[config.mk]
export PLATFORM = sky130hd
export DESIGN_NAME = ram_bist_engine
export DESIGN_NICKNAME = d
export VERILOG_FILES = /design/src/rtl/ram_bist_pkg.sv /design/src/rtl/ram_bist_checker.sv /design/src/rtl/ram_bist_engine.sv
export SDC_FILE = /design/constraint.sdc
export NUM_CORES = 1
export LEC_CHECK = 0
export CAP_MARGIN = 0
export CORE_AREA = 4 4 67 69
export DETAILED_ROUTE_END_ITERATION = 7
export DIE_AREA = 0 0 71 73
export PLACE_DENSITY = 0.74
export SETUP_SLACK_MARGIN = 0.05
export SLEW_MARGIN = 20
export SYNTH_ARGS = -nofsm -noshare
export SYNTH_HDL_FRONTEND = slang
export SYNTH_SLANG_ARGS = --single-unit
[constraint.sdc]
create_clock -name clk -period 1.5 [get_ports clk]
set_input_delay 0.3 -clock clk [delete_from_list [all_inputs] [get_ports clk]]
set_output_delay 0.3 -clock clk [all_outputs]
set_load 0.01 [all_outputs]
[src/rtl/ram_bist_pkg.sv]
// ---------------------------------------------------------------------------
// ram_bist_pkg
// Shared types and helpers for the RAM built-in self-test engine.
//   bist_state_t : march-test sequencer states
//   PAT_W        : working width of the pattern helper. Callers zero-extend
//                  into it and truncate the result back to their data width.
//   pattern()    : per-address test pattern, address XOR seed
// ---------------------------------------------------------------------------
package ram_bist_pkg;

  // Sequencer states. The order follows the march test:
  // ascending write, ascending read/write, descending read, then one
  // drain cycle to finish the last compare.
  typedef enum logic [2:0] {
    IDLE,
    W_UP,
    RW_UP,
    R_DN,
    DRAIN,
    DONE
  } bist_state_t;

  localparam int PAT_W = 32;

  // Pattern for one address. Both operands arrive zero-extended to PAT_W.
  // The caller keeps only its DATA_W low bits, so a narrow address is
  // zero-extended and a wide one is truncated.
  function automatic logic [PAT_W-1:0] pattern(input logic [PAT_W-1:0] addr,
                                               input logic [PAT_W-1:0] seed);
    return addr ^ seed;
  endfunction

endpackage

[src/rtl/ram_bist_checker.sv]
// ---------------------------------------------------------------------------
// ram_bist_checker
// Compare pipeline for the BIST engine. A read issued in one cycle has its
// expected data and address registered at that cycle's closing edge. The
// RAM returns read data one cycle later, and the comparison is made at the
// following edge. Miscompares feed a saturating error counter and a
// first-failing-address register.
// Ports:
//   clk        in   rising-edge clock
//   rst        in   synchronous active-high reset
//   clear      in   synchronous clear at test start (same effect as rst)
//   issue_v    in   a read is being issued this cycle
//   exp        in   DATA_W  value that read should return
//   addr       in   ADDR_W  address of that read
//   rd_data    in   DATA_W  registered RAM read data
//   err_count  out  ERR_CNT_W  miscompare count, saturating at all-ones
//   fail_addr  out  ADDR_W     address of the first miscompare, 0 if none
// ---------------------------------------------------------------------------
module ram_bist_checker #(
  parameter int ADDR_W    = 4,
  parameter int DATA_W    = 4,
  parameter int ERR_CNT_W = 8
) (
  input  logic                 clk,
  input  logic                 rst,
  input  logic                 clear,
  input  logic                 issue_v,
  input  logic [DATA_W-1:0]    exp,
  input  logic [ADDR_W-1:0]    addr,
  input  logic [DATA_W-1:0]    rd_data,
  output logic [ERR_CNT_W-1:0] err_count,
  output logic [ADDR_W-1:0]    fail_addr
);

  logic [DATA_W-1:0] exp_q;
  logic [ADDR_W-1:0] addr_q;
  logic              cmp_v;
  logic              fail_seen;
  logic              miscompare;

  // The RAM's read data is valid in the same cycle as cmp_v, because both
  // were launched by the same edge.
  assign miscompare = cmp_v && (rd_data != exp_q);

  // Pipeline stage: capture what the in-flight read should return and where
  // it came from. It runs every cycle with no bubbles, so a read issued on
  // the last cycle of one march element is compared during the first cycle
  // of the next element.
  always_ff @(posedge clk) begin
    if (rst || clear) begin
      exp_q  <= '0;
      addr_q <= '0;
      cmp_v  <= 1'b0;
    end else begin
      exp_q  <= exp;
      addr_q <= addr;
      cmp_v  <= issue_v;
    end
  end

  // Error accounting. The counter holds at all-ones instead of wrapping, so
  // a heavily broken RAM never reads back as nearly clean. fail_seen locks
  // fail_addr after the first miscompare.
  always_ff @(posedge clk) begin
    if (rst || clear) begin
      err_count <= '0;
      fail_addr <= '0;
      fail_seen <= 1'b0;
    end else if (miscompare) begin
      if (err_count != '1) begin
        err_count <= err_count + ERR_CNT_W'(1);
      end
      if (!fail_seen) begin
        fail_seen <= 1'b1;
        fail_addr <= addr_q;
      end
    end
  end

endmodule

[src/rtl/ram_bist_engine.sv]
// ---------------------------------------------------------------------------
// ram_bist_engine
// Built-in self-test initiator for one single-port RAM. The engine runs a
// three-element march test on start:
//   W_UP  : write P(a) for ascending a
//   RW_UP : write ~P(a) and read old P(a) for ascending a
//   R_DN  : read ~P(a) for descending a
// It then reports pass/fail, the error count and the first failing address.
// P(a) = a XOR seed.
// Ports:
//   clk, rst        rising-edge clock, synchronous active-high reset
//   start, seed     begin a test and the pattern seed captured with it
//   busy, done      test running / finished, done held until restart
//   pass            1 when done and no miscompares were seen
//   err_count       saturating miscompare count
//   fail_addr       first miscompare address
//   mem_write_en, mem_address, mem_write_data   RAM drive
//   mem_read_data   registered RAM read data, 1-cycle latency
// ---------------------------------------------------------------------------
module ram_bist_engine
  import ram_bist_pkg::*;
#(
  parameter int ADDR_W    = 4,
  parameter int DATA_W    = 4,
  parameter int ERR_CNT_W = 8
) (
  input  logic                 clk,
  input  logic                 rst,
  input  logic                 start,
  input  logic [DATA_W-1:0]    seed,
  output logic                 busy,
  output logic                 done,
  output logic                 pass,
  output logic [ERR_CNT_W-1:0] err_count,
  output logic [ADDR_W-1:0]    fail_addr,
  output logic                 mem_write_en,
  output logic [ADDR_W-1:0]    mem_address,
  output logic [DATA_W-1:0]    mem_write_data,
  input  logic [DATA_W-1:0]    mem_read_data
);

  bist_state_t       state;
  bist_state_t       state_next;
  logic [ADDR_W-1:0] addr_cnt;
  logic [ADDR_W-1:0] addr_next;
  logic [DATA_W-1:0] seed_q;
  logic [DATA_W-1:0] pat;
  logic              start_ok;
  logic              last_addr;
  logic              first_addr;
  logic              issue_v;
  logic [DATA_W-1:0] exp_data;

  // start only counts when no test is running. The same condition clears
  // the checker, so results drop at the sampling edge of a restart.
  assign start_ok   = start && ((state == IDLE) || (state == DONE));
  assign last_addr  = (addr_cnt == '1);
  assign first_addr = (addr_cnt == '0);
  assign pat        = DATA_W'(pattern(PAT_W'(addr_cnt), PAT_W'(seed_q)));

  // The RAM address is the counter register itself, with no extra decode
  // in front of the RAM pins.
  assign mem_address = addr_cnt;
  assign pass        = done && (err_count == '0);

  // State register, address counter and seed capture.
  always_ff @(posedge clk) begin
    if (rst) begin
      state    <= IDLE;
      addr_cnt <= '0;
      seed_q   <= '0;
    end else begin
      state    <= state_next;
      addr_cnt <= addr_next;
      if (start_ok) begin
        seed_q <= seed;
      end
    end
  end

  // Next-state and next-address logic. Each element lasts exactly 2**ADDR_W
  // cycles. The state advances on the cycle that the counter reaches its
  // boundary value. Ascending elements wrap the counter back to 0.
  // Leaving RW_UP loads all-ones so that R_DN starts at the top address.
  // R_DN's final decrement wraps to all-ones on the way into DRAIN.
  always_comb begin
    state_next = state;
    addr_next  = addr_cnt;
    case (state)
      IDLE, DONE: begin
        if (start) begin
          state_next = W_UP;
          addr_next  = '0;
        end
      end
      W_UP: begin
        addr_next = addr_cnt + ADDR_W'(1);
        if (last_addr) begin
          state_next = RW_UP;
        end
      end
      RW_UP: begin
        if (last_addr) begin
          state_next = R_DN;
          addr_next  = '1;
        end else begin
          addr_next = addr_cnt + ADDR_W'(1);
        end
      end
      R_DN: begin
        addr_next = addr_cnt - ADDR_W'(1);
        if (first_addr) begin
          state_next = DRAIN;
        end
      end
      DRAIN: begin
        state_next = DONE;
      end
      default: begin
        state_next = IDLE;
      end
    endcase
  end

  // Output decode. Only the two write elements enable RAM writes. The
  // read-issuing elements hand the checker the value the RAM should return.
  // RW_UP expects the old P(a), because the RAM returns pre-write data on a
  // same-address write.
  always_comb begin
    busy           = 1'b0;
    done           = 1'b0;
    mem_write_en   = 1'b0;
    mem_write_data = '0;
    issue_v        = 1'b0;
    exp_data       = '0;
    case (state)
      W_UP: begin
        busy           = 1'b1;
        mem_write_en   = 1'b1;
        mem_write_data = pat;
      end
      RW_UP: begin
        busy           = 1'b1;
        mem_write_en   = 1'b1;
        mem_write_data = ~pat;
        issue_v        = 1'b1;
        exp_data       = pat;
      end
      R_DN: begin
        busy     = 1'b1;
        issue_v  = 1'b1;
        exp_data = ~pat;
      end
      DRAIN: begin
        busy = 1'b1;
      end
      DONE: begin
        done = 1'b1;
      end
      default: begin
        busy = 1'b0;
      end
    endcase
  end

  ram_bist_checker #(
    .ADDR_W   (ADDR_W),
    .DATA_W   (DATA_W),
    .ERR_CNT_W(ERR_CNT_W)
  ) u_checker (
    .clk      (clk),
    .rst      (rst),
    .clear    (start_ok),
    .issue_v  (issue_v),
    .exp      (exp_data),
    .addr     (addr_cnt),
    .rd_data  (mem_read_data),
    .err_count(err_count),
    .fail_addr(fail_addr)
  );

endmodule

==> run summary, run 1 <==
Slew Viols, Final = 0
Hold Path Class = reg2reg
DRC errors left = 0
Critical path origin = u_checker.err_count[1]
die width = 71 um
initial core utilization = 0.4495
Slew HR = 0.7164
commonest non-fill, non-tap cell in the layout = buf_4
Seq/Total Area, Yosys = 0.3755
total CTS buffers = 5
CTS tree = done
Flop pwr share = 0.430
Hold Slack = 0.4518 ns
worst-margin pin slew = 0.4243 ns
Ports = 35
endpoint class of the critical path = primary output
Crit path required time = 1.20 ns
switch share = 0.2792
Post-Syn Area = 0.001759 mm^2
status = finished, violations left
GRT Overall Usage = 0.2351
most frequent cells in the layout = buf_4 (55), nor2_1 (20), dfxtp_1 (17)
failing checks = setup timing
nets = 332
mean post-synth cell area = 8.221 um^2
Via density = 5.722
Final min period = 1.663 ns
Cell Pwr Density = 651.0 mW/mm^2
internal power = 0.001532 W
Setup WS post-layout = -0.1628 ns
number of global-route vias before repair = 2022
async set-reset flop share out of synthesis = 0
clk root buf = clkbuf_8
# clock sinks = 33
DRT Wirelength = 7100 um
GP Congestion = 0.8394
final hold vios = 0
Post-Syn Nets = 229
Detailed Route Iter0 Violations = 191
Cells after Synth = 214
antenna violations before repair = 0
H-tree levels = 2
deepest clock path buffer count = 2
Highest Clock Rate = 601.4 MHz
CP Max Fanout = 2
first-pass iteration count of the detailed router = 5
leakage power = 1.394 nW
share of post-route cells with drive strength above 1 = 0.5647
fin area = 0.003266 mm^2
P_sw = 0.0005935 W
register bit total from synthesis = 33
min-delay src = u_checker.fail_addr[0]
Max Cap Viol = 0
RSZ-0062 raised after global routing = true
number of port buffers = 34
critical setup path kind = reg2out
gr ovfl total = 0
fill count = 200
Die H = 73 um
Comb power frac = 0.240
RR Startpoint = state[0]
Final Setup Violations = 22
part of the cycle the worst path needs = 1.109
top_reg_cell synth = dfxtp_1
dpl cell area = 0.002502 mm^2
Antenna diodes = 0
Peak supply drop = 0.0003850 V
ANT nets after route = 0
Critical Path AT = 1.36 ns
Netlist cell types = 38
Post-DP HPWL = 3424 um
P&R area growth vs syn = 85.63%
Ys Warns = 0
total number of vias = 2100
Clock Latency Late Sink = 0.29 ns
Core ar. = 0.003914 mm^2
die area = 0.005183 mm^2
number of flops mapped to enable cells by yosys = 0
WL per Instance = 19.35 um
cts hold-fix bufs = 0
Clk pwr share = 0.331
# rows = 23
clock-pin slew of the registers on the worst-case setup and hold paths = 0.07 ns
Power Total = 0.002126 W
CP startpoint kind = flip-flop
clk_skew = 0.01026 ns
first-pass GRT wire length = 9501 um
final core occ = 0.8344
pin count of the biggest net entering global routing = 14
[worst max-delay path, stage by stage, from the launching register on]
cell and delay (ns):
dfxtp_2 0.33, inv_2 0.07, ha_4 0.12, nor4b_4 0.22, and3_1 0.20, buf_2 0.13
[state kept, by name, indices dropped and copies added, names as in the netlist]
name and count:
u_checker.cmp_v 1, u_checker.exp_q 4, u_checker.err_count 8, state 3
u_checker.fail_addr 4, u_checker.addr_q 4, mem_address 4, seed_q 4
u_checker.fail_seen 1
[kinds of logic after synthesis]
group,after synthesis,share of synthesized area
and+or+nand+nor,84,0.2369
AOI/OAI and AO/OA,40,0.1437
DFF,33,0.3755
xor gates and xnor gates,22,0.1095
buffers and inverters,22,0.05405
muxes,9,0.05192
adders and majority gates,4,0.02845
[synthesized netlist by cell type (2+ instances only)]
| master | n | area, um^2 |
|---|---|---|
| dfxtp_1 | 33 | 660.6 |
| nor2_1 | 30 | 112.6 |
| a21oi_1 | 17 | 85.08 |
| xnor2_1 | 13 | 113.9 |
| nand3_1 | 12 | 60.06 |
| nand2_1 | 11 | 41.29 |
| inv_1 | 10 | 37.54 |
| o21ai_0 | 10 | 50.05 |
| xor2_1 | 9 | 78.83 |
| mux2i_1 | 8 | 80.08 |
| nor3_1 | 8 | 40.04 |
| clkbuf_1 | 5 | 18.77 |
| a31oi_1 | 4 | 25.02 |
| buf_2 | 4 | 20.02 |
| ha_1 | 4 | 50.05 |
| nor4b_1 | 4 | 35.03 |
| and2_1 | 3 | 18.77 |
| o211ai_1 | 3 | 22.52 |
| buf_4 | 2 | 15.01 |
| nand2b_1 | 2 | 12.51 |
| nor2b_1 | 2 | 12.51 |
| nor4_1 | 2 | 12.51 |
| o31a_1 | 2 | 17.52 |
| or3_1 | 2 | 12.51 |
[routing by layer]
metal  vias to the layer above  track usage  routed length (um)
li1                        933            -                   -
met1                       995       0.2587                2568
met2                       130       0.4171                3674
met3                        42      0.05785                 493
met4                         0       0.1253                 364
met5                         -            0                   0
[final cells by class]
cell class / count / area, um^2 / area share
clock buffers: 7 / 86.33 / 0.02644
inverters: 10 / 45.04 / 0.01379
multi-input cells: 159 / 1455 / 0.4456
flip-flops and latches: 33 / 685.7 / 0.2100
well taps: 50 / 62.56 / 0.01916
repair buffers: 108 / 930.9 / 0.2851
[power by group through the flow]
stage	clock (W)	sequential (W)	combinational, W
2_1_floorplan	0	0.000929	0.000175
3_3_place_gp	0	0.000926	0.000337
3_5_place_dp	0	0.000926	0.000345
4_1_cts	0.000675	0.000911	0.000422
5_1_grt	0.000739	0.000914	0.000538
6_report	0.000703	0.000913	0.000510
[through the flow]
step | TNS [ns] | std cells | setup slack [ns]
finish | -1.273 | 367 | -0.1628
global route | -2.180 | 367 | -0.2060
CTS | -0.4053 | 361 | -0.1155
detailed placement | -9.882 | 335 | -0.6044
global placement | -8.990 | 335 | -0.4528
floorplan | 0 | 214 | 0.02111
[repair_timing]
item / CTS / global route
gates cloned: 0 / 0
gates resized for setup: 140 / 46
setup buffers: 19 / 7
endpoints found under the setup margin: 48 / 39
pin swaps: 28 / 21
[path summary, 6_finish.rpt]
| check | to | slack [ns] | cells after the start |
|---|---|---|---|
| max | pass | -0.16 | 5 |
| min | u_checker.fail_addr[0] | 0.45 | 2 |
| max reg2reg | mem_address[3] | -0.11 | 7 |
| min reg2reg | u_checker.fail_addr[0] | 0.45 | 2 |
No activity file was read; power rests on OpenSTA's default activity.
==> run 2, diff against run 1 <==
PLACE_DENSITY = 0.71   (was 0.74)
==> run summary, run 2 (synthesized netlist as in run 1, its figures left out) <==
clk root buf = clkbuf_8
GP Congestion = 0.8925
switch share = 0.2584
Hold Slack = 0.4486 ns
Flop pwr share = 0.403
CP startpoint kind = flip-flop
Clk pwr share = 0.389
pin count of the biggest net entering global routing = 14
gr ovfl total = 0
most frequent cells in the layout = buf_4 (54), nor2_1 (25), buf_6 (19)
DRT Wirelength = 6952 um
fill count = 200
DRC errors left = 0
# rows = 23
WL per Instance = 18.74 um
status = finished, violations left
clock-pin slew of the registers on the worst-case setup and hold paths = 0.07 ns
Place WS = -0.4808 ns
Highest Clock Rate = 583.2 MHz
Max Cap Viol = 0
Clock Latency Late Sink = 0.30 ns
Crit path required time = 1.20 ns
cts hold-fix bufs = 0
total number of vias = 2082
Cell Pwr Density = 683.1 mW/mm^2
CTS tree = done
Final Setup Violations = 21
Post-DP HPWL = 3308 um
Comb power frac = 0.208
max reg flops = 8
cells on worst reg2reg path = 7
initial core utilization = 0.4495
Largest Register = u_checker.err_count
H-tree levels = 2
clk_skew = 0.006663 ns
part of the cycle the worst path needs = 1.143
first-pass iteration count of the detailed router = 4
Critical path origin = state[0]
dpl cell area = 0.002535 mm^2
Slew HR = 0.8187
Slew Viols, Final = 0
RR Endpoint = u_checker.err_count[2]
P_sw = 0.0005864 W
Die H = 73 um
RSZ-0062 raised after global routing = true
Antenna diodes = 0
RR Startpoint = u_checker.exp_q[1]
Hold Path Class = reg2reg
Detailed Route Iter0 Violations = 167
Cells after DPL = 336
die area = 0.005183 mm^2
# clock sinks = 33
endpoint class of the critical path = primary output
final hold vios = 0
ANT nets after route = 0
share of post-route cells with drive strength above 1 = 0.5358
Setup crit end = mem_write_data[2]
P&R area growth vs syn = 88.83%
first-pass GRT wire length = 8963 um
post-route insts no fill = 371
internal power = 0.001683 W
r2r setup slk = -0.14 ns
nets = 335
Peak supply drop = 0.0005371 V
CP Max Fanout = 5
Critical Path AT = 1.41 ns
Core ar. = 0.003914 mm^2
critical setup path kind = reg2out
Ports = 35
fin area = 0.003322 mm^2
failing checks = setup timing
GRT Overall Usage = 0.2225
deepest clock path buffer count = 2
Setup WS post-layout = -0.2146 ns
total CTS buffers = 5
Final min period = 1.715 ns
number of port buffers = 34
die width = 71 um
leakage power = 1.418 nW
worst-margin pin slew = 0.2681 ns
number of global-route vias before repair = 1899
Via density = 5.612
commonest non-fill, non-tap cell in the layout = buf_4
antenna violations before repair = 0
## run 2: changes by cell type in the layout (fill, tap and decap cells not counted), moves of 2 or more
cell,before,now
nor2_2,4,0
a31oi_2,2,0
nor2_1,20,25
xnor2_1,10,12
dlygate4sd2_1,14,17
buf_6,16,19
a21oi_2,7,5
a31oi_1,2,4
a21oi_1,10,12
## run 2: what timing repair did
item	4_1_cts	5_1_grt
cloned	0	2
setup endpoints to repair	43	38
pin swaps	13	34
setup buffers	9	18
gates resized for setup	109	71
## run 2: worst min-delay path by stage
stage | from | end | slack [ns] | depth (start not counted)
after global placement | u_checker.addr_q[3] | u_checker.fail_addr[3] | 0.43 | 2
after global routing | u_checker.fail_addr[3] | u_checker.fail_addr[3] | 0.47 | 2
final | u_checker.fail_addr[3] | u_checker.fail_addr[3] | 0.45 | 2
after detailed placement | u_checker.addr_q[2] | u_checker.fail_addr[2] | 0.43 | 2
after CTS | u_checker.addr_q[2] | u_checker.fail_addr[2] | 0.45 | 2
after floorplan | rst | state[0] | 0.38 | 1
## run 2: area by class of cell
class / count / area (um^2) / share of cell area
Timing Repair Buffer: 110 / 975.9 / 0.2938
Clock inverter: 1 / 30.03 / 0.009040
Tap cell: 50 / 62.56 / 0.01883
Clock buffer: 7 / 86.33 / 0.02599
Inverter: 10 / 42.54 / 0.01281
Multi-Input combinational cell: 160 / 1435 / 0.4320
Sequential cell: 33 / 689.4 / 0.2075
## run 2: power groups by stage
| stage | Clock, W | Sequential (W) | Combinational (W) |
|---|---|---|---|
| 3_3_place_gp | 0 | 0.000928 | 0.000345 |
| 2_1_floorplan | 0 | 0.000929 | 0.000175 |
| 4_1_cts | 0.000869 | 0.000913 | 0.000387 |
| 5_1_grt | 0.000916 | 0.000916 | 0.000498 |
| 6_report | 0.000883 | 0.000914 | 0.000473 |
| 3_5_place_dp | 0 | 0.000928 | 0.000350 |
## run 2: worst max-delay path, stage by stage (launching register included)
cell	delay, ns
dfxtp_4	0.39
and2b_2	0.24
buf_6	0.12
mux2i_1	0.15
nor2_1	0.08
buf_2	0.14
## run 2: per-stage QoR
step	TNS (ns)	total power, W	utilization
6_report	-1.461	0.002269	0.8488
2_1_floorplan	0	0.001104	-
3_3_place_gp	-8.358	0.001273	0.6477
3_5_place_dp	-8.990	0.001278	0.6477
4_1_cts	-0.8142	0.002168	0.7407
5_1_grt	-2.695	0.002331	0.8488
## run 2: per-layer routing
metal / global-route usage / vias to the layer above / share of wire
met4: 0.1106 / 0 / 0.032
li1: - / 942 / -
met3: 0.07163 / 34 / 0.063
met1: 0.2523 / 1007 / 0.41
met2: 0.3769 / 99 / 0.50
met5: 0 / - / 0
==> run 3, diff against run 2 <==
CELL_PAD_IN_SITES_DETAIL_PLACEMENT = 1   (was not set)
CELL_PAD_IN_SITES_GLOBAL_PLACEMENT = 2   (was not set)
CORE_AREA = 4 4 86 88   (was 4 4 67 69)
DIE_AREA = 0 0 90 92   (was 0 0 71 73)
PLACE_DENSITY = not set   (was 0.71)
PLACE_DENSITY_LB_ADDON = 0.08   (was not set)
==> run summary, run 3 (synthesized netlist as in run 1, its figures left out) <==
slowest stage delay, CP = 0.34 ns
GP Congestion = 0.7648
WHS Path Cells = 2
Peak supply drop = 0.0004710 V
clk_skew = 0.003031 ns
Via density = 4.681
# clock sinks = 33
Slew HR = 0.7998
CTS tree = done
final core occ = 0.4936
dpl cell area = 0.002570 mm^2
Critical Path AT = 1.31 ns
Setup WS post-layout = -0.1067 ns
H-tree levels = 2
Antenna diodes = 0
first-pass GRT wire length = 9480 um
part of the cycle the worst path needs = 1.071
fin area = 0.003279 mm^2
commonest non-fill, non-tap cell in the layout = buf_4
switch share = 0.2594
Cells after DPL = 369
slowest CP cell = dfxtp_2
Die H = 92 um
number of global-route vias before repair = 1913
Final min period = 1.607 ns
GRT Overall Usage = 0.1430
Post-DP HPWL = 4051 um
WL per Instance = 14.97 um
die area = 0.008280 mm^2
fill count = 768
final hold vios = 0
P&R area growth vs syn = 86.42%
crit-path cells = buf_6 > xor2_4 > mux2i_1 > nor2_1 > buf_2
DRC errors left = 0
Hold EP = u_checker.fail_addr[1]
r2r setup slk = -0.05 ns
status = finished, violations left
Power Total = 0.002220 W
cell family with most CP delay = flip-flops
area of the multi-input gates = 0.001446 mm^2
Highest Clock Rate = 622.4 MHz
Hold Path Class = reg2reg
initial core utilization = 0.2648
gr ovfl total = 0
total CTS buffers = 5
pin count of the biggest net entering global routing = 15
cts hold-fix bufs = 0
critical setup path kind = reg2out
Comb power frac = 0.208
post-route insts no fill = 392
leakage power = 1.365 nW
Slew Viols, Final = 0
share of post-route cells with drive strength above 1 = 0.5385
Flop pwr share = 0.410
internal power = 0.001644 W
worst-margin pin slew = 0.2971 ns
ANT nets after route = 0
# rows = 30
deepest clock path buffer count = 2
clk root buf = clkbuf_8
Core ar. = 0.006644 mm^2
Ports = 35
first-pass iteration count of the detailed router = 4
CP startpoint kind = flip-flop
Crit path required time = 1.20 ns
RR Endpoint = mem_address[1]
min-delay src = u_checker.fail_addr[1]
Cell Pwr Density = 676.9 mW/mm^2
RSZ-0062 raised after global routing = true
max reg flops = 8
number of port buffers = 34
total number of vias = 1835
P_sw = 0.0005759 W
TNS Setup = -0.4209 ns
Max Cap Viol = 0
endpoint class of the critical path = primary output
DRT Wirelength = 5867 um
register area = 693.2 um^2
CP Max Fanout = 2
most frequent cells in the layout = buf_4 (46), nor2_1 (24), buf_6 (21)
antenna violations before repair = 0
Clk pwr share = 0.382
failing checks = setup timing
die width = 90 um
CP bufs+invs = 2
Final Setup Violations = 8
nets = 326
RR Startpoint = mem_address[1]
Clock Latency Late Sink = 0.28 ns
Largest Register = u_checker.err_count
clock-pin slew of the registers on the worst-case setup and hold paths = 0.07 ns
cells on worst reg2reg path = 7
Detailed Route Iter0 Violations = 16
-- run 3: changes by cell type in the layout (fill, tap and decap cells not counted), moves of 2 or more --
| cell | change |
|---|---|
| buf_4 | -8 |
| buf_6 | +2 |
| inv_2 | +2 |
| nand3_1 | +2 |
| nand3_2 | -2 |
| nor2_2 | +2 |
| nor2_4 | -2 |
| nor4b_1 | -2 |
| o21ai_1 | +2 |
-- run 3: power by group through the flow --
stage          combinational [W]  clock [W]  sequential [W]
5_1_grt                 0.000502   0.000911        0.000912
3_5_place_dp            0.000360          0        0.000926
3_3_place_gp            0.000359          0        0.000926
6_report                0.000462   0.000849        0.000909
4_1_cts                 0.000428   0.000884        0.000910
2_1_floorplan           0.000175          0        0.000929
-- run 3: layer usage --
| layer | wire length, um | track usage |
|---|---|---|
| met1 | 2535 | 0.1714 |
| met2 | 3055 | 0.2533 |
| met3 | 187 | 0.03035 |
| met4 | 88 | 0.04847 |
| met5 | 0 | 0 |
-- run 3: worst reg2reg max path, cell delays in order, from the launching register on --
cell	delay [ns]
dfxtp_4	0.36
buf_6	0.13
inv_4	0.04
ha_4	0.26
nand2b_4	0.11
a21oi_2	0.05
or3_4	0.39
a21oi_2	0.13
-- run 3: stage by stage --
step,setup slack [ns],hold WS [ns]
5_1_grt,-0.1895,0.4776
3_3_place_gp,-0.4434,0.4423
4_1_cts,-0.1694,0.4622
2_1_floorplan,0.02111,0.3782
3_5_place_dp,-0.5059,0.4416
6_report,-0.1067,0.4481
-- run 3: what timing repair did --
item	CTS	global route
setup buffers	11	6
pin swaps	21	29
setup endpoints to repair	52	33
gates resized for setup	147	44
-- run 3: how the worst max path moves through the flow --
stage	cells after the start	to	from	slack [ns]
after floorplan	5	u_checker.err_count[6]	u_checker.exp_q[1]	0.02
after global placement	7	u_checker.err_count[7]	mem_read_data[1]	-0.44
after detailed placement	7	u_checker.err_count[7]	mem_read_data[0]	-0.51
after CTS	5	pass	u_checker.err_count[0]	-0.17
after global routing	5	mem_write_data[0]	mem_address[0]	-0.19
final	5	mem_write_data[0]	mem_address[0]	-0.11
-- run 3: area by class of cell --
class	instances	area share
clock buffers	5	0.02098
multi-input cells	159	0.4411
well taps	80	0.03052
flip-flops and latches	33	0.2114
repair buffers	102	0.2697
clock inverters	3	0.01412
inverters	10	0.01221
